===== config.mk =====
export PLATFORM = sky130hd
export DESIGN_NAME = if_prefetch_queue
export DESIGN_NICKNAME = d
export VERILOG_FILES = /design/src/rtl/if_pkg.sv /design/src/rtl/fetch_fifo.sv /design/src/rtl/if_prefetch_queue.sv
export SDC_FILE = /design/constraint.sdc
export NUM_CORES = 1
export LEC_CHECK = 0
export ABC_AREA = 0
export BUFFER_PORTS_ARGS = -buffer_cell sky130_fd_sc_hd__buf_4
export CORE_MARGIN = 3
export CORE_UTILIZATION = 60
export CTS_CLUSTER_SIZE = 20
export DETAILED_ROUTE_END_ITERATION = 10
export PLACE_DENSITY = 0.87
export RECOVER_POWER = 100
export SYNTH_ARGS = -nofsm -noshare
export SYNTH_HDL_FRONTEND = slang
export SYNTH_SLANG_ARGS = --single-unit

===== constraint.sdc =====
create_clock -name clk -period 9.9 [get_ports clk]
set_input_delay 0 -clock clk [delete_from_list [all_inputs] [get_ports clk]]
set_output_delay 0 -clock clk [all_outputs]
set_load 0.01 [all_outputs]

===== src/rtl/if_pkg.sv =====
// Shared types and constants for the instruction prefetch queue.
// Optional feature macro used by the top: FETCH_BYPASS_EN.
package if_pkg;

  localparam int XLEN = 32;

  // Canonical RISC-V NOP (addi x0, x0, 0), available to consumers that
  // need a filler instruction when the queue has nothing to offer.
  localparam logic [XLEN-1:0] INST_NOP = 32'h0000_0013;

  // Sequential fetch stride in bytes.
  localparam logic [XLEN-1:0] PC_STEP = 32'd4;

  // One buffered fetch result: the address it came from and the word.
  typedef struct packed {
    logic [XLEN-1:0] pc;
    logic [XLEN-1:0] inst;
  } fetch_entry_t;

endpackage


===== src/rtl/fetch_fifo.sv =====
// Small synchronous FIFO with push, pop, flush and an occupancy count.
// Storage is not reset; only pointers and count are. The head word is
// read straight from storage, so consumers must qualify it with count.
module fetch_fifo #(
  parameter int DEPTH = 4,
  parameter int W     = 64
) (
  input  logic                   clk,
  input  logic                   rst,
  input  logic                   push,
  input  logic [W-1:0]           push_data,
  input  logic                   pop,
  input  logic                   flush,
  output logic [W-1:0]           head,
  output logic [$clog2(DEPTH):0] count
);

  localparam int PW = (DEPTH > 1) ? $clog2(DEPTH) : 1;
  localparam int CW = $clog2(DEPTH) + 1;
  localparam logic [CW-1:0] FULL_C = CW'(DEPTH);
  localparam logic [PW-1:0] LAST_C = PW'(DEPTH - 1);

  logic [PW-1:0] wr_ptr_q, wr_ptr_d;
  logic [PW-1:0] rd_ptr_q, rd_ptr_d;
  logic [CW-1:0] count_q, count_d;
  logic [W-1:0]  mem_q [DEPTH];
  logic          do_push, do_pop;

  // Pointer advance with explicit wrap so DEPTH need not be a power of two.
  function automatic logic [PW-1:0] ptr_inc(input logic [PW-1:0] p);
    if (p == LAST_C) return '0;
    return p + 1'b1;
  endfunction

  // Next-state for pointers and count; flush empties the queue outright.
  always_comb begin
    do_pop   = pop && (count_q != '0);
    do_push  = push && ((count_q != FULL_C) || do_pop);
    wr_ptr_d = wr_ptr_q;
    rd_ptr_d = rd_ptr_q;
    count_d  = count_q;
    if (flush) begin
      wr_ptr_d = '0;
      rd_ptr_d = '0;
      count_d  = '0;
    end else begin
      if (do_push) wr_ptr_d = ptr_inc(wr_ptr_q);
      if (do_pop)  rd_ptr_d = ptr_inc(rd_ptr_q);
      case ({do_push, do_pop})
        2'b10:   count_d = count_q + 1'b1;
        2'b01:   count_d = count_q - 1'b1;
        default: count_d = count_q;
      endcase
    end
  end

  // Control state register.
  always_ff @(posedge clk or negedge rst) begin
    if (!rst) begin
      wr_ptr_q <= '0;
      rd_ptr_q <= '0;
      count_q  <= '0;
    end else begin
      wr_ptr_q <= wr_ptr_d;
      rd_ptr_q <= rd_ptr_d;
      count_q  <= count_d;
    end
  end

  // Entry storage; a push in a flush cycle is dropped with the rest.
  always_ff @(posedge clk) begin
    if (do_push && !flush) mem_q[wr_ptr_q] <= push_data;
  end

  assign head  = mem_q[rd_ptr_q];
  assign count = count_q;

endmodule


===== src/rtl/if_prefetch_queue.sv =====
// Instruction prefetch queue ahead of IF/ID. Issues sequential fetches,
// tracks in-flight requests, discards responses made stale by a redirect
// and buffers the rest for the IF/ID handshake.
// Optional build macro FETCH_BYPASS_EN: forward a response straight to the
// output when the queue is empty and the consumer is ready.
module if_prefetch_queue
  import if_pkg::*;
#(
  parameter int              DEPTH     = 4,
  parameter int              MAX_OUTST = 2,
  parameter logic [XLEN-1:0] RESET_PC  = 32'h0
) (
  input  logic                   clk,
  input  logic                   rst,
  input  logic                   redirect_valid,
  input  logic [31:0]            redirect_pc,
  output logic                   imem_req_valid,
  input  logic                   imem_req_ready,
  output logic [31:0]            imem_req_addr,
  input  logic                   imem_resp_valid,
  input  logic [31:0]            imem_resp_data,
  output logic                   out_valid,
  input  logic                   out_ready,
  output logic [31:0]            out_pc,
  output logic [31:0]            out_inst,
  output logic [$clog2(DEPTH):0] occupancy
);

  localparam int CW = $clog2(DEPTH) + 1;
  localparam int SW = CW + 1;
  localparam int TW = $clog2(MAX_OUTST) + 1;
  localparam logic [CW-1:0] MAX_OUTST_C = CW'(MAX_OUTST);
  localparam logic [CW-1:0] DEPTH_C     = CW'(DEPTH);
  localparam logic [SW-1:0] DEPTH_S     = SW'(DEPTH);

  logic [XLEN-1:0] fetch_pc_q, fetch_pc_d;
  logic [CW-1:0]   outst_q, outst_d;
  logic [CW-1:0]   drop_q, drop_d;
  logic            req_en_q, req_en_d;

  logic [SW-1:0]   credit_sum;
  logic            req_fire;
  logic            resp_discard;
  logic            bypass_hit;
  logic            fifo_valid;

  fetch_entry_t    push_entry;
  fetch_entry_t    head_entry;
  logic            data_push, data_pop;
  logic [CW-1:0]   data_count;

  logic [XLEN-1:0] trk_head;
  logic [TW-1:0]   trk_count;

  // Buffered {pc, inst} results waiting for IF/ID.
  fetch_fifo #(.DEPTH(DEPTH), .W(2 * XLEN)) u_data_fifo (
    .clk       (clk),
    .rst       (rst),
    .push      (data_push),
    .push_data (push_entry),
    .pop       (data_pop),
    .flush     (redirect_valid),
    .head      (head_entry),
    .count     (data_count)
  );

  // Address of each accepted request, popped as its response returns, so
  // the head is always the pc belonging to the response on the bus.
  fetch_fifo #(.DEPTH(MAX_OUTST), .W(XLEN)) u_pc_tracker (
    .clk       (clk),
    .rst       (rst),
    .push      (req_fire),
    .push_data (fetch_pc_q),
    .pop       (imem_resp_valid),
    .flush     (1'b0),
    .head      (trk_head),
    .count     (trk_count)
  );

  // Zero-latency forwarding is only safe with nothing queued ahead of it.
`ifdef FETCH_BYPASS_EN
  assign bypass_hit = imem_resp_valid && (data_count == '0) && (drop_q == '0)
                      && !redirect_valid && out_ready;
`else
  assign bypass_hit = 1'b0;
`endif

  // Request credit: never have more words coming than the queue can hold.
  always_comb begin
    credit_sum     = SW'(data_count) + SW'(outst_q) - SW'(drop_q);
    imem_req_valid = req_en_q && !redirect_valid && (outst_q < MAX_OUTST_C)
                     && (credit_sum < DEPTH_S);
    imem_req_addr  = fetch_pc_q;
    req_fire       = imem_req_valid && imem_req_ready;
  end

  // Response routing: stale or redirect-cycle responses are thrown away.
  always_comb begin
    resp_discard = imem_resp_valid && (redirect_valid || (drop_q != '0));
    push_entry   = '{pc: trk_head, inst: imem_resp_data};
    data_push    = imem_resp_valid && !resp_discard && !bypass_hit;
    fifo_valid   = (data_count != '0);
    data_pop     = fifo_valid && out_ready;
  end

  // Output view of the queue head, or of the forwarded response.
  always_comb begin
    out_valid = fifo_valid;
    out_pc    = fifo_valid ? head_entry.pc : '0;
    out_inst  = fifo_valid ? head_entry.inst : '0;
    if (bypass_hit) begin
      out_valid = 1'b1;
      out_pc    = trk_head;
      out_inst  = imem_resp_data;
    end
    occupancy = data_count;
  end

  // Fetch pc and in-flight bookkeeping; a redirect marks everything still
  // outstanding after this cycle as to-be-dropped.
  always_comb begin
    req_en_d   = 1'b1;
    fetch_pc_d = fetch_pc_q;
    outst_d    = outst_q;
    drop_d     = drop_q;
    case ({req_fire, imem_resp_valid})
      2'b10:   outst_d = outst_q + 1'b1;
      2'b01:   outst_d = outst_q - 1'b1;
      default: outst_d = outst_q;
    endcase
    if (redirect_valid) begin
      fetch_pc_d = redirect_pc;
      drop_d     = outst_d;
    end else begin
      if (req_fire) fetch_pc_d = fetch_pc_q + PC_STEP;
      if (imem_resp_valid && (drop_q != '0)) drop_d = drop_q - 1'b1;
    end
  end

  // Control registers; the request enable holds off fetching until the
  // first clock after reset release.
  always_ff @(posedge clk or negedge rst) begin
    if (!rst) begin
      req_en_q   <= 1'b0;
      fetch_pc_q <= RESET_PC;
      outst_q    <= '0;
      drop_q     <= '0;
    end else begin
      req_en_q   <= req_en_d;
      fetch_pc_q <= fetch_pc_d;
      outst_q    <= outst_d;
      drop_q     <= drop_d;
    end
  end

  // Invariants of the credit scheme.
  assert property (@(posedge clk) disable iff (!rst)
    !(data_push && (data_count == DEPTH_C) && !data_pop));
  assert property (@(posedge clk) disable iff (!rst)
    (CW'(trk_count) == outst_q));
  assert property (@(posedge clk) disable iff (!rst)
    !(imem_resp_valid && (outst_q == '0)));

endmodule


==> impl_results.md <==
* Critical Path RT at slightly below 10 ns
* Reg clk slew, reported paths at 0.06 ns
* CTS tree: done
* PD cells at ~210 nW/um2
* Setup Buffers After CTS at 0
* Crit path DAT at ~6.4 ns
* Net Sw Frac at 0.248
* Antenna Cells at 0
* Vias post-DR at roughly 8500
* # Max-Cap Violations at 8
* Die width at approximately 160 um
* Most frequent cell after synthesis: edfxtp_1
* Worst min path class: in2reg
* Remaining global-route overflow at 0
* Leak at 0.00624 uW
* First-pass GRT wire length at ~50000 um
* Top post-synthesis cells by area: edfxtp_1 64%, mux4_2 9.5%, dfrtp_1 8.3%
* Vias/cell at 5.88
* Area grow syn2layout at 20.9%
* H-tree levels at 2
* ANT nets after route at 0
* Tot Pwr at 3830 uW
* Final hold vios at 0
* Crit path from: drop_q[0]
* Mapped Avg Cell Area at 17.8 um2
* Final nets at 1177
* Syn_nets at just over 900
* Top-Level Pins at about 170
* CP Capture Type: register
* Number of global-route vias before repair at roughly 8800
* R2r endpoint: u_data_fifo.mem_q[1][57]
* Max-slew violations at between 400 and 500
* Share of cells above drive strength 1 at 0.198
* Clock Skews at about 0.012 ns
* Internal at between 2000 and 3000 uW
* Peak Freq at ~160 MHz
* Die area at about 27000 um2
* Effective utilization at floorplan at 0.616
* Largest net degree at the start of global routing at 77
* GRT Overall Usage at 0.238
* Setup violators final at 0
* EDFF count, synth at 320
* Gpl congestion at ~0.84
* Critical-path maximum fanout at 64
* Setup TNS at 0 ns
* Ys flop type: edfxtp_1
* RSZ-0062 raised after global routing: false
* Crit-path cells: inv_1, ha_1, nor4bb_1, clkbuf_1, a21boi_0, and2_0
* Post-CTS Hold Buffers at about 70
* Tcrit/Tclk final at 0.646
* CTS Sinks at 370
* Min Tclk post-route at about 6.4 ns
* Input/output buffers at between 150 and 200
* Slowest cell on the critical path: and2_0
* Die height at 165 um
* Peak supply drop at approximately 120 uV
* Flop2flop setup slack at ~3.5 ns
* DR iter-0 viols at between 600 and 700
* Clock Latency Late Sink at approximately 0.51 ns
* # rows at 57
* Synthesized netlist cell count at between 800 and 900
* Kind of critical path: reg2reg
* Register area share after synthesis at 0.719
* Top cell type's share of synthesized area at 0.636
* Post-route DRC at 0
* Pre-antenna DRT Iters at 5
* Failing checks: capacitance limit, slew limit
* Register bit total from synthesis at between 300 and 400
* Critical Path Max Stage Delay at approximately 3.6 ns
* Run status: finished with violations
* WL/cell at around 22 um
* Max-slew headroom at -2.26
* Clock power share at 0.362
* Slew of the pin with the lowest slew margin at just under 5 ns
* CTS Buffer Depth at 3
* CP startpoint kind: register
* Worst setup path end: u_data_fifo.mem_q[1][57]
* Dpl hpwl at between 15000 and 20000 um
* RR Startpoint: drop_q[0]
* Ys Warns at 0
* Antenna violations before repair at 1
* TritonCTS Buffers at 37
* R2R depth at 6
* Cell area after synthesis at about 15000 um2
* Reg power frac at 0.494
* Routed wire length at 31600 um
* Post-CTS sizing at 0
* Ys async rst share at 0.135
* Leading area contributor after synthesis: edfxtp_1
* Yosys cell types at 50
* CTS root buffer: clkbuf_16
* Core area at 24500 um2
* Logic gate share of total power at 0.145
* Synth top cells by count: 320 x edfxtp_1, 71 x and2_1, 64 x mux4_2
* Sw Pwr at ~950 uW
-- critical path, delay by kind of cell, from the launching register on --
family / cells / cell delay [ns]
adders and majority gates: 1 / 0.19
AOI/OAI and AO/OA: 1 / 0.73
and+or+nand+nor: 2 / 3.97
DFF: 1 / 0.38
buffers and inverters: 2 / 0.58
-- registers in the layout, indices dropped and copies added, names as in the netlist --
name / flops
u_data_fifo.wr_ptr_q: 2
u_pc_tracker.count: 2
drop_q: 3
u_pc_tracker.mem_q: 64
u_data_fifo.count: 3
u_data_fifo.rd_ptr_q: 2
req_en_q: 1
u_pc_tracker.rd_ptr_q: 1
outst_q: 3
u_data_fifo.mem_q: 256
u_pc_tracker.wr_ptr_q: 1
imem_req_addr: 32
-- worst min path at each step --
| stage | start | to | slack, ns | cells after the start |
|---|---|---|---|---|
| after floorplan | rst | drop_q[0] | -0.30 | 0 |
| after global placement | rst | imem_req_addr[29] | 0.07 | 1 |
| after detailed placement | rst | imem_req_addr[29] | 0.07 | 1 |
| after CTS | redirect_valid | u_data_fifo.wr_ptr_q[1] | 0.03 | 2 |
| after global routing | redirect_valid | imem_req_addr[30] | 0.08 | 3 |
| final | redirect_valid | u_data_fifo.wr_ptr_q[1] | 0.06 | 2 |
-- stage by stage --
| stage | instance area [um2] | instances | hold slack [ns] | setup slack [ns] | util |
|---|---|---|---|---|---|
| 6_report | 18300 | 1442 | 0.0564 | 3.50 | 0.744 |
| 5_1_grt | 18300 | 1442 | 0.0814 | 3.00 | 0.744 |
| 4_1_cts | 18600 | 1442 | 0.0297 | 6.09 | 0.758 |
| 3_5_place_dp | 16700 | 1307 | 0.0666 | 6.13 | 0.681 |
| 3_3_place_gp | 16700 | 1307 | 0.0717 | 6.25 | 0.681 |
| 2_1_floorplan | 15100 | 848 | -0.296 | 5.49 | - |
-- cell type report --
cell class	instances	area (um2)
clock buffer	47	1020
clock inverter	20	193
fill	1448	6270
inverter	15	56.3
multi-input combinational	422	4020
sequential	370	10900
tap	324	405
timing repair buffer	244	1700
-- cell families after synthesis --
| family | synth area share |
|---|---|
| mux | 0.126 |
| simple gates | 0.0676 |
| flops | 0.719 |
| xor+xnor | 0.0220 |
| other cells | 0.000248 |
| compound gates | 0.0348 |
| fa+ha+maj | 0.0161 |
| buf+inv | 0.0144 |
-- layer usage --
layer | part of all wire | track usage | routed length, um
met4 | 0.023 | 0.0656 | 721
met5 | 0.00022 | 0 | 7
met3 | 0.069 | 0.0436 | 2190
met1 | 0.40 | 0.335 | 12700
met2 | 0.51 | 0.391 | 16000
-- power by group through the flow --
| stage | registers (uW) | logic (uW) | clock network [uW] |
|---|---|---|---|
| final | 1890 | 553 | 1380 |
| after floorplan | 1890 | 379 | 0 |
| after detailed placement | 1910 | 561 | 0 |
| after CTS | 1880 | 592 | 1400 |
| after global placement | 1910 | 539 | 0 |
| after global routing | 1900 | 609 | 1460 |
-- layout by cell type, fill, tap and decap left out, types with 10 or more instances in the layout --
cell type,instances
and3_1,11
buf_4,96
inv_1,15
dfrtp_1,48
and2_0,62
nand2_1,43
clkbuf_1,87
xnor2_1,19
o21ai_0,30
mux4_2,64
nand3_1,10
edfxtp_1,320
ha_1,13
and2_1,10
xor2_1,19
nor2_1,17
mux2_1,32
dlygate4sd3_1,68
clkbuf_16,39
Note: power is estimated with default switching activity, not from simulation.
